**src/rtl/lcd_bus_capture.sv**
```systemverilog
// lcd_bus_capture
//   Passive listener on the Model 100 LCD controller bus. It samples the bus
//   from an external master and tracks the addressing state of the ten column
//   controllers. Each accepted data byte becomes one framebuffer write into the
//   240x64 buffer that the lcd block scans out.
//
// Ports
//   clk         system clock
//   reset       asynchronous active-low reset
//   data_pin    bus data byte (asynchronous to clk)
//   cs_pin      controller selects, bit n = controller n (active-high)
//   di_pin      1 = data, 0 = instruction
//   rw_pin      1 = read, 0 = write
//   enable_pin  bus strobe; a transfer completes on its falling edge
//   reset_pin   bus-side controller reset (active-high)
//   fb_we       one-cycle framebuffer write strobe
//   fb_x        framebuffer column of the write
//   fb_page     8-pixel row group of the write
//   fb_data     pixel byte, bit 0 = top pixel of the page
//   display_on  per-controller display-on flags
//   err_count   saturating count of dropped transfers
module lcd_bus_capture #(
    parameter int COLS          = 50,
    parameter int CHIPS_PER_ROW = 5
) (
    input  logic       clk,
    input  logic       reset,
    input  logic [7:0] data_pin,
    input  logic [9:0] cs_pin,
    input  logic       di_pin,
    input  logic       rw_pin,
    input  logic       enable_pin,
    input  logic       reset_pin,
    output logic       fb_we,
    output logic [7:0] fb_x,
    output logic [2:0] fb_page,
    output logic [7:0] fb_data,
    output logic [9:0] display_on,
    output logic [7:0] err_count
);

    localparam logic [5:0] COL_LAST  = 6'(COLS - 1);
    localparam logic [3:0] ROW_CHIPS = 4'(CHIPS_PER_ROW);

    // ------------------------------------------------------------------
    // Input synchronizers. The bus fields travel as one vector
    // {rw, di, cs, data}; bus_p is the synchronized sample one cycle older,
    // which is the copy taken while E was still high when the fall shows up.
    // ------------------------------------------------------------------
    logic [19:0] bus_s1, bus_s2, bus_p;
    logic        e_s1, e_s2, e_p;
    logic        rp_s1, rp_s2;

    // NOTE: sequential state always uses non-blocking assignment, so each
    // flop in a chain samples the value its neighbour held before the edge.
    always_ff @(posedge clk or negedge reset) begin
        if (!reset) begin
            bus_s1 <= '0;
            bus_s2 <= '0;
            bus_p  <= '0;
            e_s1   <= 1'b0;
            e_s2   <= 1'b0;
            e_p    <= 1'b0;
            rp_s1  <= 1'b0;
            rp_s2  <= 1'b0;
        end else begin
            bus_s1 <= {rw_pin, di_pin, cs_pin, data_pin};
            bus_s2 <= bus_s1;
            bus_p  <= bus_s2;
            e_s1   <= enable_pin;
            e_s2   <= e_s1;
            e_p    <= e_s2;
            rp_s1  <= reset_pin;
            rp_s2  <= rp_s1;
        end
    end

    logic [7:0] bus_data;
    logic [9:0] bus_cs;
    logic       bus_di;
    logic       bus_rw;
    logic       fall;

    assign bus_data = bus_p[7:0];
    assign bus_cs   = bus_p[17:8];
    assign bus_di   = bus_p[18];
    assign bus_rw   = bus_p[19];
    assign fall     = e_p & ~e_s2;

    // ------------------------------------------------------------------
    // Controller state (ten controllers, packed per field)
    // ------------------------------------------------------------------
    logic [9:0][1:0] page_q;
    logic [9:0][5:0] col_q;
    logic [9:0]      up_q;
    logic [9:0]      on_q;
    logic [9:0][1:0] start_q;

    // Start line is kept as controller state only; nothing in this block
    // consumes it yet.
    logic unused_start;
    assign unused_start = ^start_q;

    // Select decode for the transfer being latched.
    logic [3:0] chip_idx;
    logic       cs_one;

    // NOTE: every always_comb output gets a default before any branch, so
    // no path leaves a value unassigned and no latch is inferred.
    always_comb begin
        chip_idx = '0;
        for (int i = 0; i < 10; i++) begin
            if (bus_cs[i]) chip_idx = 4'(i);
        end
        cs_one = (bus_cs != '0) && ((bus_cs & (bus_cs - 10'd1)) == '0);
    end

    // ------------------------------------------------------------------
    // Stage 1: latch the transfer and look up the selected chip's address.
    // Reads, empty selects and anything seen under bus reset are dropped here.
    // ------------------------------------------------------------------
    logic       s1_valid;
    logic       s1_di;
    logic [7:0] s1_data;
    logic [9:0] s1_cs;
    logic       s1_one;
    logic [3:0] s1_chip;
    logic [1:0] s1_page;
    logic [5:0] s1_col;
    logic       s1_up;

    always_ff @(posedge clk or negedge reset) begin
        if (!reset) begin
            s1_valid <= 1'b0;
            s1_di    <= 1'b0;
            s1_data  <= '0;
            s1_cs    <= '0;
            s1_one   <= 1'b0;
            s1_chip  <= '0;
            s1_page  <= '0;
            s1_col   <= '0;
            s1_up    <= 1'b0;
        end else begin
            s1_valid <= fall & ~rp_s2 & ~bus_rw & (|bus_cs);
            if (fall) begin
                s1_di   <= bus_di;
                s1_data <= bus_data;
                s1_cs   <= bus_cs;
                s1_one  <= cs_one;
                s1_chip <= chip_idx;
                s1_page <= page_q[chip_idx];
                s1_col  <= col_q[chip_idx];
                s1_up   <= up_q[chip_idx];
            end
        end
    end

    // ------------------------------------------------------------------
    // Stage 2 decode
    // ------------------------------------------------------------------
    logic       ins_on, ins_up, ins_start, ins_addr, ins_ok;
    logic       do_write, err_inc;
    logic       bottom;
    logic [3:0] row_chip;
    logic [7:0] x_base;
    logic [5:0] col_next;

    always_comb begin
        ins_on    = (s1_data[7:1] == 7'h1C);   // 0x38 / 0x39
        ins_up    = (s1_data[7:1] == 7'h1D);   // 0x3A / 0x3B
        ins_start = (s1_data[5:0] == 6'h3E);
        ins_addr  = (s1_data[5:0] <= COL_LAST);
        ins_ok    = ins_on | ins_up | ins_start | ins_addr;

        do_write  = s1_valid & s1_di & s1_one;
        err_inc   = s1_valid & (s1_di ? ~s1_one : ~ins_ok);

        bottom    = (s1_chip >= ROW_CHIPS);
        row_chip  = bottom ? (s1_chip - ROW_CHIPS) : s1_chip;
        x_base    = 8'(32'(row_chip) * COLS);

        // Column auto-step wraps inside 0..COLS-1 in either direction.
        if (s1_up) col_next = (s1_col == COL_LAST) ? 6'd0 : s1_col + 6'd1;
        else       col_next = (s1_col == 6'd0) ? COL_LAST : s1_col - 6'd1;
    end

    // Controller state update. Bus reset overrides any decode in progress.
    // NOTE: the controller "memory" is a few dozen flops, not a RAM, so it
    // takes the asynchronous reset like the rest of the state.
    always_ff @(posedge clk or negedge reset) begin
        if (!reset) begin
            page_q  <= '0;
            col_q   <= '0;
            up_q    <= '1;
            on_q    <= '0;
            start_q <= '0;
        end else if (rp_s2) begin
            page_q  <= '0;
            col_q   <= '0;
            up_q    <= '1;
            on_q    <= '0;
            start_q <= '0;
        end else if (s1_valid) begin
            if (s1_di) begin
                if (s1_one) col_q[s1_chip] <= col_next;
            end else begin
                for (int i = 0; i < 10; i++) begin
                    if (s1_cs[i]) begin
                        if (ins_on) begin
                            on_q[i] <= s1_data[0];
                        end else if (ins_up) begin
                            up_q[i] <= s1_data[0];
                        end else if (ins_start) begin
                            start_q[i] <= s1_data[7:6];
                        end else if (ins_addr) begin
                            page_q[i] <= s1_data[7:6];
                            col_q[i]  <= s1_data[5:0];
                        end
                    end
                end
            end
        end
    end

    assign display_on = on_q;

    // Framebuffer write port and error counter. Address/data hold until the
    // next accepted write.
    always_ff @(posedge clk or negedge reset) begin
        if (!reset) begin
            fb_we     <= 1'b0;
            fb_x      <= '0;
            fb_page   <= '0;
            fb_data   <= '0;
            err_count <= '0;
        end else begin
            fb_we <= do_write;
            if (do_write) begin
                fb_x    <= x_base + {2'b00, s1_col};
                fb_page <= {bottom, s1_page};
                fb_data <= s1_data;
            end
            if (err_inc && (err_count != 8'hFF)) err_count <= err_count + 8'd1;
        end
    end

endmodule

```
**config.mk**
```make
export PLATFORM = sky130hd
export DESIGN_NAME = lcd_bus_capture
export DESIGN_NICKNAME = d
export VERILOG_FILES = /design/src/rtl/lcd_bus_capture.sv
export SDC_FILE = /design/constraint.sdc
export NUM_CORES = 1
export LEC_CHECK = 0
export CORE_ASPECT_RATIO = 0.8
export CORE_MARGIN = 10
export CORE_UTILIZATION = 38
export DETAILED_ROUTE_END_ITERATION = 6
export MAX_ROUTING_LAYER = met4
export SLEW_MARGIN = 20
export SYNTH_ARGS = -nofsm -noshare
export SYNTH_HDL_FRONTEND = slang
export SYNTH_SLANG_ARGS = --single-unit
```
**constraint.sdc**
```tcl
create_clock -name clk -period 3.5 [get_ports clk]
set_input_delay 0.35 -clock clk [delete_from_list [all_inputs] [get_ports clk]]
set_output_delay 0.35 -clock clk [all_outputs]
set_load 0.005 [all_outputs]
```
After elaboration in Yosys (flattened, before gate mapping)
Index checks and enable logic that the tools add are counted.
Widths: inputs -> output; s select.

cells by class
  add/subtract/negate cells = 6
  multiply operators = 1
  $lt $le $gt $ge = 5
  eq/ne operators = 13
  mux-type cells = 87
  bitwise operators = 16
  reduce and logical (&&, ||, !) cells = 72

operators by type and width
  kind                   number
  $mux 60                4
  $reduce_and 7->1       20
  $mux 6                 19
  $bwmux 60              1
  $mux 10                6
  $mux 20                3
  $reduce_and 5->1       10
  $reduce_and 4->1       10
  $mux 4                 9
  $reduce_bool 3->1      11
  $mux 2                 15
  $reduce_bool 2->1      14
  $mux 1                 26
  $bmux 6 s4             1
  $demux 6 s4            1
  $eq 7x5->1 const B     2
  $eq 6x6->1 const B     2
  $and 10x10->10         1
  $logic_not 10->1       1
  $lt 4x5->1 const B     2
  $reduce_bool 10->1     1
  $reduce_or 10->1       1
  $sub 10x1->10 const B  1
  $ne 3x3->1 const B     3
  19 further kinds       36

word-level totals
  flip-flop bits (word level) = 227
  bits of input ports = 24
  output and inout port bits = 38
  logic and storage cells = 262

Logic depth before layout (Yosys ltp)
Gate-level depths: netlist of the first run.

  depth after elaboration = 11
  mapped depth = 13
  depth with buffers taken out = 13

Worst setup path after synthesis of the first run
No wires, ideal clock.

  kind = register to register
  from = register s1_chip[1]
  to = register fb_x[7]
  setup time = 136 ps
  data arrival time = 3073 ps
  data required time = 3364 ps
  setup slack = 292 ps
  cell stages (with the launch flop) = 14
  buffers on the path = 0
  clock period less this slack = 3208 ps
  path through = dfrtp_1 inv_1 ha_1 nand2b_1 a21oi_1 mux2i_1 ha_1 ha_1 fa_1 xnor2_1 xnor2_1 xnor2_1 xnor2_1 o21ai_0

on the way
  cells in the longest elaborated chain, start to end = 4
  elaborated cells on any way between the ends = 5
  those cells by class = 2 x add/sub; 1 x mul; 1 x order compare; 1 x mux

RTL lines
  element                                    line      text
  start: declaration                         127       logic [3:0] s1_chip;
  start signal: assignment                   150       s1_chip <= chip_idx;
  $sub 4x3->4 or $ge 4x3->1 (tied branches)  179, 178
  $mux 4 *                                   179       row_chip = bottom ? (s1_chip - ROW_CHIPS) : s1_chip;
  $mul 4x5->7 *                              180       x_base = 8'(32'(row_chip) * COLS);
  $add 8x6->8 *                              239       fb_x <= x_base + {2'b00, s1_col};
  end signal: assignment                     239
  end: declaration                           35        output logic [7:0] fb_x,

Mark *: on every way between the ends. The rest lies on a longest branch, timed or not.
A chain may end at the register's enable or synchronous reset.

Worst setup path in the final report of the first run
Ends and elaborated chain as after synthesis.

==> impl_results.md, run 1 <==
* Comb pwr share at 16.4%
* Post-synth EDFFs at 0
* Internal power at ~0.0048 W
* R2r endpoint: fb_x[7]
* LEAKAGE at 5.526 nW
* Syn Area/Cell at between 10 and 15 µm²
* First-pass GRT wire length at between 40000 and 50000 µm
* Final slew viol count at 0
* Placed Area at 11560 µm²
* Initial Utilization at 38.50%
* Launch point of the worst reg-to-reg path: s1_chip[1]
* Final min period at between 3000 and 4000 ps
* Unrepaired setup endpoints after global routing: false
* Initial antenna violation count at 0
* HP Class: input pin to flip-flop
* Switch Pwr at 0.001910 W
* FP Rows at 54
* 1st-pass router iterations at 5
* CP max-delay cell: dfrtp_1
* TritonCTS Buffers at 24
* Outcome: completed
* Synth area leaders: dfrtp_1 52%, nand2_1 5.4%, mux2i_1 3.6%
* Die W at 205.5 µm
* Switching Share at 28.47%
* Worst-path cell chain: inv_1 > ha_1 > nand2b_1 > a21oi_2 > mux2i_1 > ha_1 > ha_1 > fa_1 > xnor2_1 > xnor2_1 > xnor2_1 > xnor2_1 > o21ai_0
* Critical path class: flip-flop to flip-flop
* Power Total at 0.006710 W
* GRT Overall Usage at between 15 and 20%
* Post-route ant nets at 0
* Pin count of the biggest net entering global routing at 94
* Worst setup path end: fb_x[7]
* # nets final at 1104
* Reg2Reg Depth at 13
* Crit path launch: s1_chip[1]
* Sequential fraction of the synthesis area at 54.44%
* Worst-Margin Slew at 1023 ps
* CP endpoint kind: flip-flop
* Hold Path Stages at 1
* Synthesized area at 10460 µm²
* Yosys reg bits at 227
* Worst slew margin at 31.68%
* Area delta synth->final at 18.43%
* Fmax at 0.3163 GHz
* Final-report hold violation count at 0
* Post-DP HPWL at 19660 µm
* Max-cap viol count at 0
* Vias per Instance at between 5 and 6
* DR vias at 7961
* CP max FO at 6
* Fraction of layout cells with a size suffix above 1 at 12.00%
* CTS H-tree depth at 1
* Post-route cell area at approximately 12000 µm²
* Setup Skew at 17.54 ps
* RePlAce Congestion at 0.8792
* PwrDens at 541.8 nW/µm²
* Port bufs at 61
* FF-to-FF setup slack at roughly 340 ps
* Crit-path max cell delay at 430 ps
* Worst EP arrival at roughly 3600 ps
* Root Driver: clkbuf_16
* CTS sink cnt at 227
* Starting DRT DRC Count at 669
* Synth area leader: dfrtp_1
* Wirelength per Cell at 19.86 µm
* Clk network pwr share at 38.6%
* Distinct cell type count after synthesis at 69
* Die Height at about 170 µm
* Final wirelength at 28580 µm
* Vias in the first global route at roughly 7800
* GRT Residual Overflow at 0
* Syn. warnings at 0
* Clk_lat worst skew at between 500 and 600 ps
* Fin util at 45.60%
* Asr flop ratio synth at 100.0%
* Net Count, Synth at 1040
* Core ar. at 27160 µm²
* Critical path required time at ~3900 ps
* Peak supply drop at 0.4000 mV
* Setup total negative slack at 0 ps
* Diode count at 0
* Finish-stage setup viols at 0
* Critical path's most frequent cell: xnor2_1
* Clock transition at path regs at 60 ps
* Final cycle utilization of the critical path at 90.32%
* Longest Clk Path Bufs at 3
* Synth Flop Type: dfrtp_1
* Sequential Power Share at about 45%
* Die area at 34600 µm²
* Ports at a little over 60
* Number of remaining DRC errors at 0
* Post-synthesis cell count at 993
* CTS tree: built
* Startpoint Class: flip-flop
* Post-synth top area share at 51.93%
## layout by cell type, fill, tap and decap left out, types with 9 or more instances in the layout
cell type	Yosys	routed
a211oi_1	25	25
nand2_1	150	150
mux2_2	22	22
nor2b_1	10	9
and3_1	18	18
clkbuf_16	0	25
a21oi_1	24	23
nor3_1	14	14
buf_4	2	28
dfrtp_1	217	216
a31oi_1	9	9
nor2_1	83	83
clkdlybuf4s50_1	0	60
o21ai_0	67	67
ha_1	21	21
a311o_1	11	11
a21boi_0	21	21
mux2i_1	38	38
a22o_1	31	31
nor2_2	9	9
o31ai_1	11	11
dfstp_2	10	10
nand3_1	20	20
inv_1	12	12
## sequential cells by signal (all words and copies together), names as in the netlist, 8 cells and up
signal      flops
up_q           10
s1_cs          10
col_q          60
fb_x            8
bus_p          20
err_count       8
bus_s2         20
display_on     10
fb_data         8
bus_s1         20
page_q         20
s1_data         8
## critical path, delay by kind of cell, from the launching register on
kind / cells / cell delay [ps]
compound gates: 2 / 310
buf+inv: 1 / 120
fa+ha+maj: 4 / 1080
flops: 1 / 430
xor+xnor: 4 / 630
simple gates: 1 / 170
mux: 1 / 280
## Yosys cell counts, types with 10 or more instances
| cell | n |
|---|---|
| mux2i_1 | 38 |
| nor2b_1 | 10 |
| a22o_1 | 31 |
| o31ai_1 | 11 |
| nand2_1 | 150 |
| dfrtp_1 | 217 |
| nor3_1 | 14 |
| inv_1 | 12 |
| a211oi_1 | 25 |
| a21oi_1 | 24 |
| dfstp_2 | 10 |
| nor2_1 | 83 |
| nand3_1 | 20 |
| clkbuf_1 | 35 |
| a311o_1 | 11 |
| mux2_2 | 22 |
| buf_2 | 13 |
| o21ai_0 | 67 |
| and3_1 | 18 |
| ha_1 | 21 |
| a21boi_0 | 21 |
## through the flow
step	cells	setup WS (ps)	hold WS, ps
2_1_floorplan	993	291.8	54.41
3_3_place_gp	1394	383.5	332.2
3_5_place_dp	1394	228.0	334.7
4_1_cts	1439	218.6	254.2
5_1_grt	1439	34.87	249.3
6_report	1439	338.8	265.9
## repair_timing
item | CTS | global route
resized for setup | 0 | 1
endpoints found under the hold margin | 80 | 0
setup endpoints to repair | 0 | 1
buffers inserted | 0 | 0
hold buffers | 1 | 0
## worst min path at each step
| stage | startpoint | end | slack [ps] |
|---|---|---|---|
| after global routing | cs_pin[1] | bus_s1[9] | 250 |
| after detailed placement | bus_s2[4] | bus_p[4] | 330 |
| after global placement | bus_s1[5] | bus_s2[5] | 330 |
| after CTS | enable_pin | e_s1 | 250 |
| final | data_pin[5] | bus_s1[5] | 270 |
| after floorplan | reset | bus_p[0] | 50 |
## power by group through the flow
stage	sequential (W)	combinational (W)	clock, W
final	0.00302	0.00110	0.00259
after global routing	0.00305	0.00122	0.00276
after CTS	0.00302	0.00110	0.00264
after detailed placement	0.00307	0.00109	0
after global placement	0.00306	0.00107	0
after floorplan	0.00297	0.000724	0
## final cells by class
| type | count | area, µm² |
|---|---|---|
| inverter | 13 | 48.80 |
| multi-input combinational | 699 | 4499 |
| clock inverter | 12 | 118.9 |
| tap | 364 | 455.4 |
| clock buffer | 32 | 691.9 |
| timing repair buffer | 92 | 875.8 |
| fill | 2539 | 14780 |
| sequential | 227 | 5694 |
## metal layers
layer / global-route usage, % / part of all wire, %
met1: 24.66 / 49
met2: 23.78 / 42
met3: 3.434 / 7.5
met4: 3.223 / 1.5
met5: - / 0
## cells by family (layout without fill, tap and decap cells)
logic type / count (synthesis) / after routing / synth area share (%)
muxes: 63 / 63 / 6.329
xor gates and xnor gates: 16 / 16 / 1.340
and+or+nand+nor: 347 / 347 / 15.27
AOI/OAI and AO/OA: 249 / 249 / 17.00
DFF: 227 / 227 / 54.44
adders and majority gates: 24 / 24 / 2.991
buffers and inverters: 67 / 149 / 2.632
(Power assumes the default switching activity.)
==> run 2: changes to the inputs <==
--- a/config.mk
+++ b/config.mk
@@ -6,7 +6,6 @@
 export NUM_CORES = 1
 export LEC_CHECK = 0
 export CORE_ASPECT_RATIO = 0.8
-export CORE_MARGIN = 10
 export CORE_UTILIZATION = 38
 export DETAILED_ROUTE_END_ITERATION = 6
 export MAX_ROUTING_LAYER = met4
==> run 2 against run 1 <==
Routed wire length fell by 2.8%. Core utilization up 0.65 points. Largest power group unchanged. Power is 1.8% lower. Global-route usage up 3.8 points.
==> impl_results.md, run 2 (synthesis gave the netlist of run 1 again) <==
* Outcome: completed
* Port bufs at 61
* Clock transition at path regs at 60 ps
* Peak supply drop at 0.2746 mV
* Ports at 62
* Fill cell count at 2508
* Initial Utilization at 39.23%
* Post-route worst setup slack at 187.0 ps
* Fmax at 0.3018 GHz
* Final wirelength at 27770 µm
* GRT Residual Overflow at 0
* Worst slew margin at roughly two fifths
* Max-cap viol count at 0
* Root Driver: clkbuf_16
* Worst-Margin Slew at around 890 ps
* CTS sink cnt at 227
* Initial antenna violation count at 0
* Post-Place Worst Slack at 170.7 ps
* Wirelength per Cell at approximately 19 µm
* First-pass GRT wire length at 44190 µm
* RePlAce Congestion at 0.8838
* HP Class: input pin to flip-flop
* Critical path required time at a little under 4000 ps
* Buffer and inverter count on the worst path at 1
* FF-to-FF setup slack at 190 ps
* PwrDens at about 530 nW/µm²
* FP Rows at 53
* Final cycle utilization of the critical path at 94.66%
* Max reg flops at 60
* Startpoint Class: flip-flop
* Post-route ant nets at 0
* LEAKAGE at between 5 and 6 nW
* CTS tree: built
* Clk_lat worst skew at around 520 ps
* Critical path's most frequent cell: xnor2_1
* # nets final at 1103
* Diode count at 0
* Setup Skew at between 8 and 9 ps
* CP endpoint kind: flip-flop
* Fraction of layout cells with a size suffix above 1 at between 10% and 20%
* Setup Buffers After CTS at 0
* Vias per Instance at approximately 5.6
* Die W at 187.5 µm
* Longest Clk Path Bufs at 3
* Setup total negative slack at 0 ps
* Starting DRT DRC Count at 572
* Final-report hold violation count at 0
* Final min period at between 3000 and 4000 ps
* GRT Overall Usage at 20.69%
* Post-DP HPWL at 19150 µm
* Worst EP arrival at 3710 ps
* 1st-pass router iterations at 6
* Area delta synth->final at 17.89%
* Core ar. at 26660 µm²
* DR vias at 7990
* CP max FO at 6
* Most common cell after layout, fill and taps aside: dfrtp_1
* Fin util at 46.25%
* Placed cells at 1386
* Critical path class: flip-flop to flip-flop
* CTS H-tree depth at 1
* Crit-path max cell delay at approximately 420 ps
* Number of remaining DRC errors at 0
* Commonest non-fill, non-tap cells in the layout: 216 x dfrtp_1, 150 x nand2_1, 83 x nor2_1
* Final slew viol count at 0
* CP max-delay cell: dfrtp_1
* Worst-path cell chain: inv_1 > ha_1 > nand2b_1 > a21oi_1 > mux2i_2 > ha_1 > ha_1 > fa_1 > xnor2_1 > xnor2_1 > xnor2_1 > xnor2_1 > o21ai_0
* Final Non-Filler Cells at 1430
* Die area at 28190 µm²
* Pin count of the biggest net entering global routing at 94
* Top Family by Delay on Critical Path: adder cells
* Finish-stage setup viols at 0
* Die Height at roughly 150 µm
* Vias in the first global route at between 7000 and 8000
* Top reg by flops: col_q
* TritonCTS Buffers at 24
-- run 2: where the power goes --
group / switching, W / total (W) / internal [W]
registers: 0.000214 / 0.00303 / 0.00281
logic: 0.000645 / 0.00110 / 0.000451
clock network: 0.00104 / 0.00247 / 0.00143
-- run 2: area by class of cell --
| cell class | instances | area [µm²] | area share [%] |
|---|---|---|---|
| Tap cell | 357 | 446.7 | 3.623 |
| Multi-Input combinational cell | 699 | 4499 | 36.50 |
| Sequential cell | 227 | 5694 | 46.19 |
| Inverter | 13 | 48.80 | 0.3958 |
| Clock buffer | 35 | 723.2 | 5.866 |
| Timing Repair Buffer | 91 | 868.3 | 7.044 |
| Clock inverter | 8 | 47.55 | 0.3857 |
-- run 2: metal layers --
metal	share of wire (%)	global-route usage, %	wire length (µm)	up-vias
met3	8.5	4.242	2363	37
met4	1.9	4.350	531	0
met2	40	28.18	11240	297
met1	49	31.33	13630	3970
li1	-	-	-	3686
met5	0	-	0	-
-- run 2: path summary, 6_finish.rpt --
kind,from,end,depth (start not counted)
max,s1_chip[1],fb_x[7],13
max in group asynchronous,reset,col_q[4],3
min in group asynchronous,reset,err_count[0],2
min reg2reg,bus_s2[5],bus_p[5],0
max reg2reg,s1_chip[1],fb_x[7],13
min,data_pin[1],bus_s1[1],1
-- run 2: per-stage QoR --
| step | hold WS (ps) | power, W | cell area, µm² |
|---|---|---|---|
| floorplan | 54.41 | 0.003694 | 10460 |
| global placement | 332.2 | 0.004127 | 11540 |
| detailed placement | 334.7 | 0.004148 | 11540 |
| CTS | 249.1 | 0.006647 | 12320 |
| global route | 255.2 | 0.006898 | 12330 |
| finish | 267.1 | 0.006592 | 12330 |
-- run 2: worst reg2reg max path: stages (launching register included) --
cell	delay, ps
dfrtp_1	420
inv_1	130
ha_1	210
nand2b_1	150
a21oi_1	360
mux2i_2	340
ha_1	290
ha_1	210
fa_1	370
xnor2_1	200
xnor2_1	150
xnor2_1	160
xnor2_1	130
o21ai_0	80
-- run 2: timing repair --
action / CTS / global route
endpoints found under the setup margin: 0 / 1
hold buffers: 1 / 0
endpoints found under the hold margin: 90 / 0
gates resized for setup: 0 / 1
